$ cat config.mk
export PLATFORM = sky130hd
export DESIGN_NAME = seq_signed_divider
export DESIGN_NICKNAME = d
export VERILOG_FILES = /design/src/rtl/seq_signed_divider_pkg.sv /design/src/rtl/seq_signed_divider_step.sv /design/src/rtl/seq_signed_divider.sv
export SDC_FILE = /design/constraint.sdc
export NUM_CORES = 2
export LEC_CHECK = 0
export CELL_PAD_IN_SITES_DETAIL_PLACEMENT = 2
export CELL_PAD_IN_SITES_GLOBAL_PLACEMENT = 2
export CORE_MARGIN = 2
export CORE_UTILIZATION = 40
export CTS_CLUSTER_SIZE = 25
export DETAILED_ROUTE_END_ITERATION = 7
export HOLD_SLACK_MARGIN = 0.03
export PLACE_DENSITY_LB_ADDON = 0.1
export REMOVE_ABC_BUFFERS = 1
export SLEW_MARGIN = 20
export SYNTH_ARGS = -nofsm -noshare
export SYNTH_HDL_FRONTEND = slang
export SYNTH_SLANG_ARGS = --single-unit
$ cat constraint.sdc
create_clock -name clk -period 39 [get_ports clk]
set_input_delay 7.8 -clock clk [delete_from_list [all_inputs] [get_ports clk]]
set_output_delay 7.8 -clock clk [all_outputs]
set_load 0.005 [all_outputs]
$ cat src/rtl/seq_signed_divider_pkg.sv
// Shared definitions for the sequential signed divider: FSM encoding,
// counter sizing and the conditional two's-complement negate used for sign fix-up.
package seq_signed_divider_pkg;

  // Widest operand the negate helper handles (2*width for width up to 128).
  localparam int MAX_W = 256;

  typedef enum logic [2:0] {
    S_IDLE,
    S_PREP,
    S_ITER,
    S_FIX,
    S_DONE
  } state_e;

  function automatic int cnt_width(input int w);
    return $clog2(2 * w + 1);
  endfunction

  // Callers zero/sign-extend into MAX_W and truncate the result; the low bits
  // of a MAX_W negation equal the negation modulo any narrower power of two.
  function automatic logic [MAX_W-1:0] cond_negate(input logic neg,
                                                   input logic [MAX_W-1:0] v);
    return neg ? (~v + MAX_W'(1)) : v;
  endfunction

endpackage

$ cat src/rtl/seq_signed_divider_step.sv
// One radix-2 restoring division step: shift in a dividend bit, trial-subtract
// the divisor magnitude, keep or restore.
module div_restoring_step #(
  parameter int width = 128
) (
  input  logic [width:0] rem_i,
  input  logic           bit_i,
  input  logic [width:0] dvs_i,
  output logic [width:0] rem_o,
  output logic           qbit_o
);

  logic [width:0]   shifted;
  logic [width+1:0] diff;

  // The partial remainder stays below |d| <= 2^(width-1), so the shifted value
  // always fits in width+1 bits and the top rem_i bit is known zero.
  assign shifted = (width+1)'({rem_i, bit_i});
  assign diff    = {1'b0, shifted} - {1'b0, dvs_i};
  assign qbit_o  = ~diff[width+1];
  assign rem_o   = qbit_o ? (width+1)'(diff) : shifted;

endmodule

$ cat src/rtl/seq_signed_divider.sv
// Iterative signed divider: 2*width-bit dividend by width-bit divisor, restoring
// division on magnitudes over 2*width cycles followed by a sign fix-up.
module seq_signed_divider
  import seq_signed_divider_pkg::*;
#(
  parameter int width = 128
) (
  input  logic                 clk,
  input  logic                 reset,
  input  logic [2*width-1:0]   n,
  input  logic [width-1:0]     d,
  input  logic                 enable,
  output logic [2*width-1:0]   q,
  output logic [width-1:0]     r,
  output logic                 done,
  output logic                 busy,
  output logic                 div_by_zero,
  output logic                 overflow
);

  localparam int DW = 2 * width;
  localparam int CW = cnt_width(width);
  localparam logic [CW-1:0] LAST_ITER = CW'(DW - 1);
  localparam logic [DW-1:0] N_MIN     = {1'b1, {(DW-1){1'b0}}};

  state_e           state_q, state_d;
  logic [DW-1:0]    n_q, n_d;
  logic [width-1:0] d_q, d_d;
  logic [DW-1:0]    dvd_q, dvd_d;
  logic [width:0]   dvs_q, dvs_d;
  logic [width:0]   rem_q, rem_d;
  logic [DW-1:0]    quo_q, quo_d;
  logic [CW-1:0]    cnt_q, cnt_d;
  logic             qneg_q, qneg_d;
  logic             rneg_q, rneg_d;
  logic [DW-1:0]    q_q, q_d;
  logic [width-1:0] r_q, r_d;
  logic             dbz_q, dbz_d;
  logic             ovf_q, ovf_d;

  logic [width:0]   step_rem;
  logic             step_qbit;
  logic             is_dbz, is_ovf;

  div_restoring_step #(.width(width)) u_step (
    .rem_i  (rem_q),
    .bit_i  (dvd_q[DW-1]),
    .dvs_i  (dvs_q),
    .rem_o  (step_rem),
    .qbit_o (step_qbit)
  );

  assign is_dbz = (d_q == '0);
  assign is_ovf = (n_q == N_MIN) && (d_q == '1);

  // NOTE: every signal written here gets a default first, so no path can infer a latch.
  always_comb begin
    state_d = state_q;
    n_d     = n_q;
    d_d     = d_q;
    dvd_d   = dvd_q;
    dvs_d   = dvs_q;
    rem_d   = rem_q;
    quo_d   = quo_q;
    cnt_d   = cnt_q;
    qneg_d  = qneg_q;
    rneg_d  = rneg_q;
    q_d     = q_q;
    r_d     = r_q;
    dbz_d   = dbz_q;
    ovf_d   = ovf_q;

    unique case (state_q)
      S_IDLE: begin
        if (enable) begin
          n_d     = n;
          d_d     = d;
          state_d = S_PREP;
        end
      end
      S_PREP: begin
        dvd_d   = DW'(cond_negate(n_q[DW-1], MAX_W'(n_q)));
        dvs_d   = (width+1)'(cond_negate(d_q[width-1], MAX_W'({d_q[width-1], d_q})));
        qneg_d  = n_q[DW-1] ^ d_q[width-1];
        rneg_d  = n_q[DW-1];
        rem_d   = '0;
        cnt_d   = '0;
        state_d = S_ITER;
      end
      S_ITER: begin
        rem_d = step_rem;
        quo_d = {quo_q[DW-2:0], step_qbit};
        dvd_d = dvd_q << 1;
        cnt_d = cnt_q + CW'(1);
        if (cnt_q == LAST_ITER) state_d = S_FIX;
      end
      S_FIX: begin
        dbz_d = is_dbz;
        ovf_d = is_ovf;
        if (is_dbz) begin
          q_d = '1;
          r_d = n_q[width-1:0];
        end else begin
          // Overflow needs no special case: the magnitude 2^(DW-1) wraps by itself.
          q_d = DW'(cond_negate(qneg_q, MAX_W'(quo_q)));
          r_d = width'(cond_negate(rneg_q, MAX_W'(width'(rem_q))));
        end
        state_d = S_DONE;
      end
      S_DONE:  state_d = S_IDLE;
      default: state_d = S_IDLE;
    endcase
  end

  // NOTE: state is updated with non-blocking assignments so every flop samples pre-edge values.
  always_ff @(posedge clk) begin
    if (reset) begin
      state_q <= S_IDLE;
      q_q     <= '0;
      r_q     <= '0;
      dbz_q   <= 1'b0;
      ovf_q   <= 1'b0;
    end else begin
      state_q <= state_d;
      q_q     <= q_d;
      r_q     <= r_d;
      dbz_q   <= dbz_d;
      ovf_q   <= ovf_d;
    end
  end

  // NOTE: working datapath registers carry no reset; each is loaded in IDLE or PREP before use.
  always_ff @(posedge clk) begin
    n_q    <= n_d;
    d_q    <= d_d;
    dvd_q  <= dvd_d;
    dvs_q  <= dvs_d;
    rem_q  <= rem_d;
    quo_q  <= quo_d;
    cnt_q  <= cnt_d;
    qneg_q <= qneg_d;
    rneg_q <= rneg_d;
  end

  assign q           = q_q;
  assign r           = r_q;
  assign div_by_zero = dbz_q;
  assign overflow    = ovf_q;
  assign done        = (state_q == S_DONE);
  assign busy        = (state_q != S_IDLE);

endmodule

; ---- Yosys cells after proc, flatten, opt, wreduce, memory -nomap -nowiden
; Cells that the tools add are included.
[totals]
ff_bits = 1553
in_bits = 387
output_inout_bits = 388
elab_cells = 56
[op_classes]
add_sub_neg = 6
eq_ne = 9
n_mux = 13
n_bitwise = 6
reduce_logical = 7
[ops]
columns = op, count
row1 = $mux 256, 3
row2 = $add 256x1->256 const B, 2
row3 = $not 256->256, 2
row4 = $pmux 256 s2, 1
row5 = $mux 128, 3
row6 = $eq 256x256->1 const B, 1
row7 = $pmux 128 s2, 1
row8 = $sub 129x129->130, 1
row9 = $add 129x1->129 const B, 1
row10 = $not 129->129, 1
row11 = $add 128x1->128 const B, 1
row12 = $eq 128x128->1 const B, 1
row13 = $logic_not 128->1, 1
row14 = $not 128->128, 1
row15 = $mux 127, 1
row16 = $pmux 9 s2, 1
row17 = $pmux 3 s4, 1
row18 = $add 9x1->9 const B, 1
row19 = $eq 9x8->1 const B, 1
row20 = $eq 3x2->1 const B, 2
row21 = $mux 3, 2
row22 = $ne 2x2->1 const B, 2
row23 = $reduce_and 2->1, 2
row24 = $eq 3x1->1 const B, 1
row25 = 7 further kinds, 7

; ---- Longest topological paths before layout
[logic_depth]
depth_word = 4
ltp_mapped = 19

; ---- Hierarchy
; Synthesis repeated with hierarchy kept, for this count alone.
[unflattened]
hier_cells = 8549
hier_area_um2 = 84180.7
[by_module_without_submodules]
columns = mod, instances, cells_per_inst, area_per_inst_um2, seq_area_each_um2
row1 = seq_signed_divider, 1, 6812, 73859.6, 42771.0
row2 = div_restoring_step, 1, 1737, 10321.1, 0.0

; ---- Worst setup path before layout
; OpenSTA, ideal clock, no wires.
[synth_timing]
path_kind = input port to flip-flop
start = input enable
end = register d_q[0], enable pin
setup_ns = 1.139
t_arrival_ns = 23.576
path_slack_ns = 14.285
stages = 2
n_path_buf = 0
path_cell_list = inv_1 -> nor2_1
[synth_via]
elab_chain_len = 1
[synth_lines]
columns = element, line
row1 = start: declaration, seq_signed_divider.sv:12  ; input logic enable,
row2 = $reduce_and 2->1 (no line), n/a
row3 = end signal: assignment, seq_signed_divider.sv:135  ; d_q <= d_d;
row4 = end: declaration, seq_signed_divider.sv:28  ; logic [width-1:0] d_q, d_d;
; No other way between the ends.
; A chain may end at the register's enable or synchronous reset.

; ---- Final worst setup path
[layout_timing]
start = input enable
end = register n_q[253], enable pin
[layout_via]
elab_chain_len = 1
[layout_lines]
columns = element, line
row1 = $reduce_and 2->1 (no line), n/a
row2 = end signal: assignment, seq_signed_divider.sv:134  ; n_q <= n_d;
row3 = end: declaration, seq_signed_divider.sv:27  ; logic [DW-1:0] n_q, n_d;
; No other way between the ends.

==> results.md <==
- Layout cell share with drive strength beyond 1: 0.0539
- CP peak stage delay: 0.78 ns
- Height of the chip: 455 um
- Number of port buffers: 774
- Peak supply drop: 0.0000420 V
- Vias in the first global route: 73.7k
- Post-cts resize count: 0
- Ys Warns: 0
- Clock slew at reported path FFs: 0.06 ns
- Status: complete, no violations
- Clock Sinks: 1,553
- First-pass GRT wire length: 504 mm
- Most common cell in the netlist: edfxtp_1
- Post-CTS Hold Buffers: 0
- Top-Level Pins: 775
- Lkg Pwr: 31.1 nW
- Worst path cell trace: clkdlybuf4s50_1, inv_1, nor2_4, buf_4, buf_4, buf_16, buf_4
- Register-to-Register Path Depth: 12
- Post-DP HPWL: 261 mm
- CP Data Required Time: 39.46 ns
- Initial drt markers: 5,948
- FF-to-FF End: dvd_q[249]
- Largest area contributor in the netlist: edfxtp_1
- Final min period: 11.05 ns
- Die area: 0.207 mm^2
- Slew Limit Fails: 0
- Crit path DAT: 11.51 ns
- Via count: 70.1k
- Period Utilization, post-route: 0.283
- Synth-to-Final Area Change: 19.8%
- Setup TNS: 0 ns
- Wirelength per Cell: 29.8 um
- Antenna violations before repair: 18
- Hold path endpoint: r[60]
- Routed Antenna Nets: 0
- Family with the most delay on the worst path: buffers and inverters
- Syn Inst Count: 8,198
- Final Total Pwr: 0.00437 W
- CTS H-tree depth: 4
- Crit path buf inv count: 6
- Routed vias/inst: 6.03
- CTS tree: yes
- Post-CTS setup buffer count: 0
- Post-synth EDFFs: 1,164
- Nets: 9,314
- Largest cells by area after synthesis: edfxtp_1 43%, dfxtp_1 9.6%, xor2_1 5.6%
- Top post-synthesis cells by count: 1,164 x edfxtp_1, 1,138 x nand2_1, 709 x nor2_1
- Mapped cell area: 0.0813 mm^2
- Crit-path max FO: 70
- Starting Density: 0.402
- Die W: 455 um
- Core area: 0.202 mm^2
- Maxcap violations: 0
- Pre-Repair DR Iteration Count: 6
- Largest net degree at the start of global routing: 192
- Register area share after synthesis: 0.526
- Syn Area/Cell: 9.91 um^2
- Hold_sp: r[60]
- Clock Skew: 0.0501 ns
- GRT Util Overall: 0.326
- Highest clock rate: 0.0905 GHz
- Placer Congestion: 0.930
- Post-synthesis register bit count: 1,553
- Gr ovfl total: 0
- Pwr Density: 44.9 mW/mm^2
- Cell depth of the worst hold path: 2
- Total CTS buffers: 175
- Slowest library cell on the worst path: buf_4
- Synth async-reset ratio: 0
- Final Hold Fails: 0
- Clock latency on the worst-skew pair: 0.85 ns
- Drc violations: 0
- Area of the multi-input gates: 0.0361 mm^2
- CP Launch Type: input pin
- Clock Path Buffers: 3
- Clock Root Buffer: clkbuf_16
- Worst path most repeated cell: buf_4
- Hold WS: 0.459 ns
- RSZ-0062 raised after global routing: false
- # fillers: 20.8k
- Distinct cells, synth: 79
- HP Class: reg -> reg
- FF+latch area: 0.0427 mm^2
- Critical R2R Launch: n_q[6]
- Routed WL: 347 mm
- # setup viols final: 0
- Synth Flop Type: edfxtp_1
- Worst Max-Slew Pin Slew: 1.22 ns
- Std-Cell Rows: 165
- R2r setup slk: 32.40 ns
- Crit Path Category: in -> reg
- Post-synth top area share: 0.430
- Rel. slew slack: 0.179
- Nature of the critical path endpoint: flop
-- layout make-up --
cell class | instances | share of cell area
Timing Repair Buffer | 863 | 0.0872
Multi-Input combinational cell | 5985 | 0.371
Clock inverter | 83 | 0.00840
Sequential cell | 1553 | 0.439
Antenna cell | 12 | 0.000308
Tap cell | 2672 | 0.0343
Clock buffer | 246 | 0.0514
Inverter | 212 | 0.00828
-- flip-flops by register name, indices dropped and copies added, names as in the netlist --
register	cells
cnt_q	9
d_q	128
div_by_zero	1
dvd_q	256
dvs_q	129
n_q	256
overflow	1
q	256
qneg_q	1
quo_q	256
r	128
rem_q	128
rneg_q	1
state_q	3
-- power breakdown --
group	switching, W	internal (W)	total (W)
registers	0.000111	0.00191	0.00202
clock network	0.000734	0.000978	0.00171
logic	0.000409	0.000231	0.000640
-- cell usage in the layout (no fill, tap or decap), types with 142 or more instances in the layout --
cell,Yosys,routed
edfxtp_1,1164,1164
nand2_1,1138,1136
clkdlybuf4s50_1,0,773
nor2_1,709,704
o21ai_0,526,525
xor2_1,523,523
a21oi_1,461,461
dfxtp_1,389,389
xnor2_1,361,361
inv_1,211,210
nor3_1,190,189
clkbuf_16,0,184
or3_1,183,183
o31ai_1,170,169
or4_1,156,156
nand4_1,142,142
-- worst reg2reg max path, cell delays in order, from the launching register on --
cell	delay (ns)
edfxtp_1	0.51
or4_4	0.57
or4_4	0.56
or3_1	0.51
or4_1	0.86
or4_4	0.71
or4_4	0.67
or4_4	0.57
or3_4	0.38
or4_4	0.48
o31ai_2	0.23
xor2_1	0.21
a21oi_1	0.09
-- logic make-up (layout without fill, tap and decap cells) --
logic type / count (synthesis) / after routing / share of synthesized area
other: 1 / 13 / 0.0000461
buffers and inverters: 660 / 1404 / 0.0306
adder cells (fa/ha/maj): 137 / 137 / 0.0212
multiplexers: 6 / 6 / 0.000754
AO/OA/AOI/OAI: 1932 / 1932 / 0.151
flip-flops: 1553 / 1553 / 0.526
AND/OR/NAND/NOR: 3025 / 3025 / 0.176
XOR/XNOR: 884 / 884 / 0.0953
-- stage by stage --
| stage | utilization | instance area, um^2 | instances | worst slack, ns |
|---|---|---|---|---|
| 2_1_floorplan | - | 79600 | 7750 | 14.28 |
| 3_3_place_gp | 0.453 | 91500 | 11300 | 27.12 |
| 3_5_place_dp | 0.453 | 91500 | 11300 | 26.90 |
| 4_1_cts | 0.481 | 97300 | 11600 | 27.81 |
| 5_1_grt | 0.482 | 97400 | 11600 | 27.83 |
| 6_report | 0.482 | 97400 | 11600 | 27.95 |
-- worst max path at each step --
stage          endpoint  startpoint  cells after the start  slack (ns)
6_report       n_q[253]      enable                      7       27.95
5_1_grt        n_q[198]      enable                      7       27.83
4_1_cts        n_q[198]      enable                      6       27.81
3_5_place_dp   n_q[242]      enable                      6       26.90
3_3_place_gp   n_q[241]      enable                      6       27.12
2_1_floorplan    d_q[0]      enable                      2       14.28
-- per-layer routing --
metal,share of wire,GRT usage,vias up
li1,-,-,31300
met1,0.43,0.433,36000
met2,0.47,0.522,2232
met3,0.049,0.0379,560
met4,0.056,0.173,4
met5,0.000092,0,-
(Power assumes the default switching activity.)
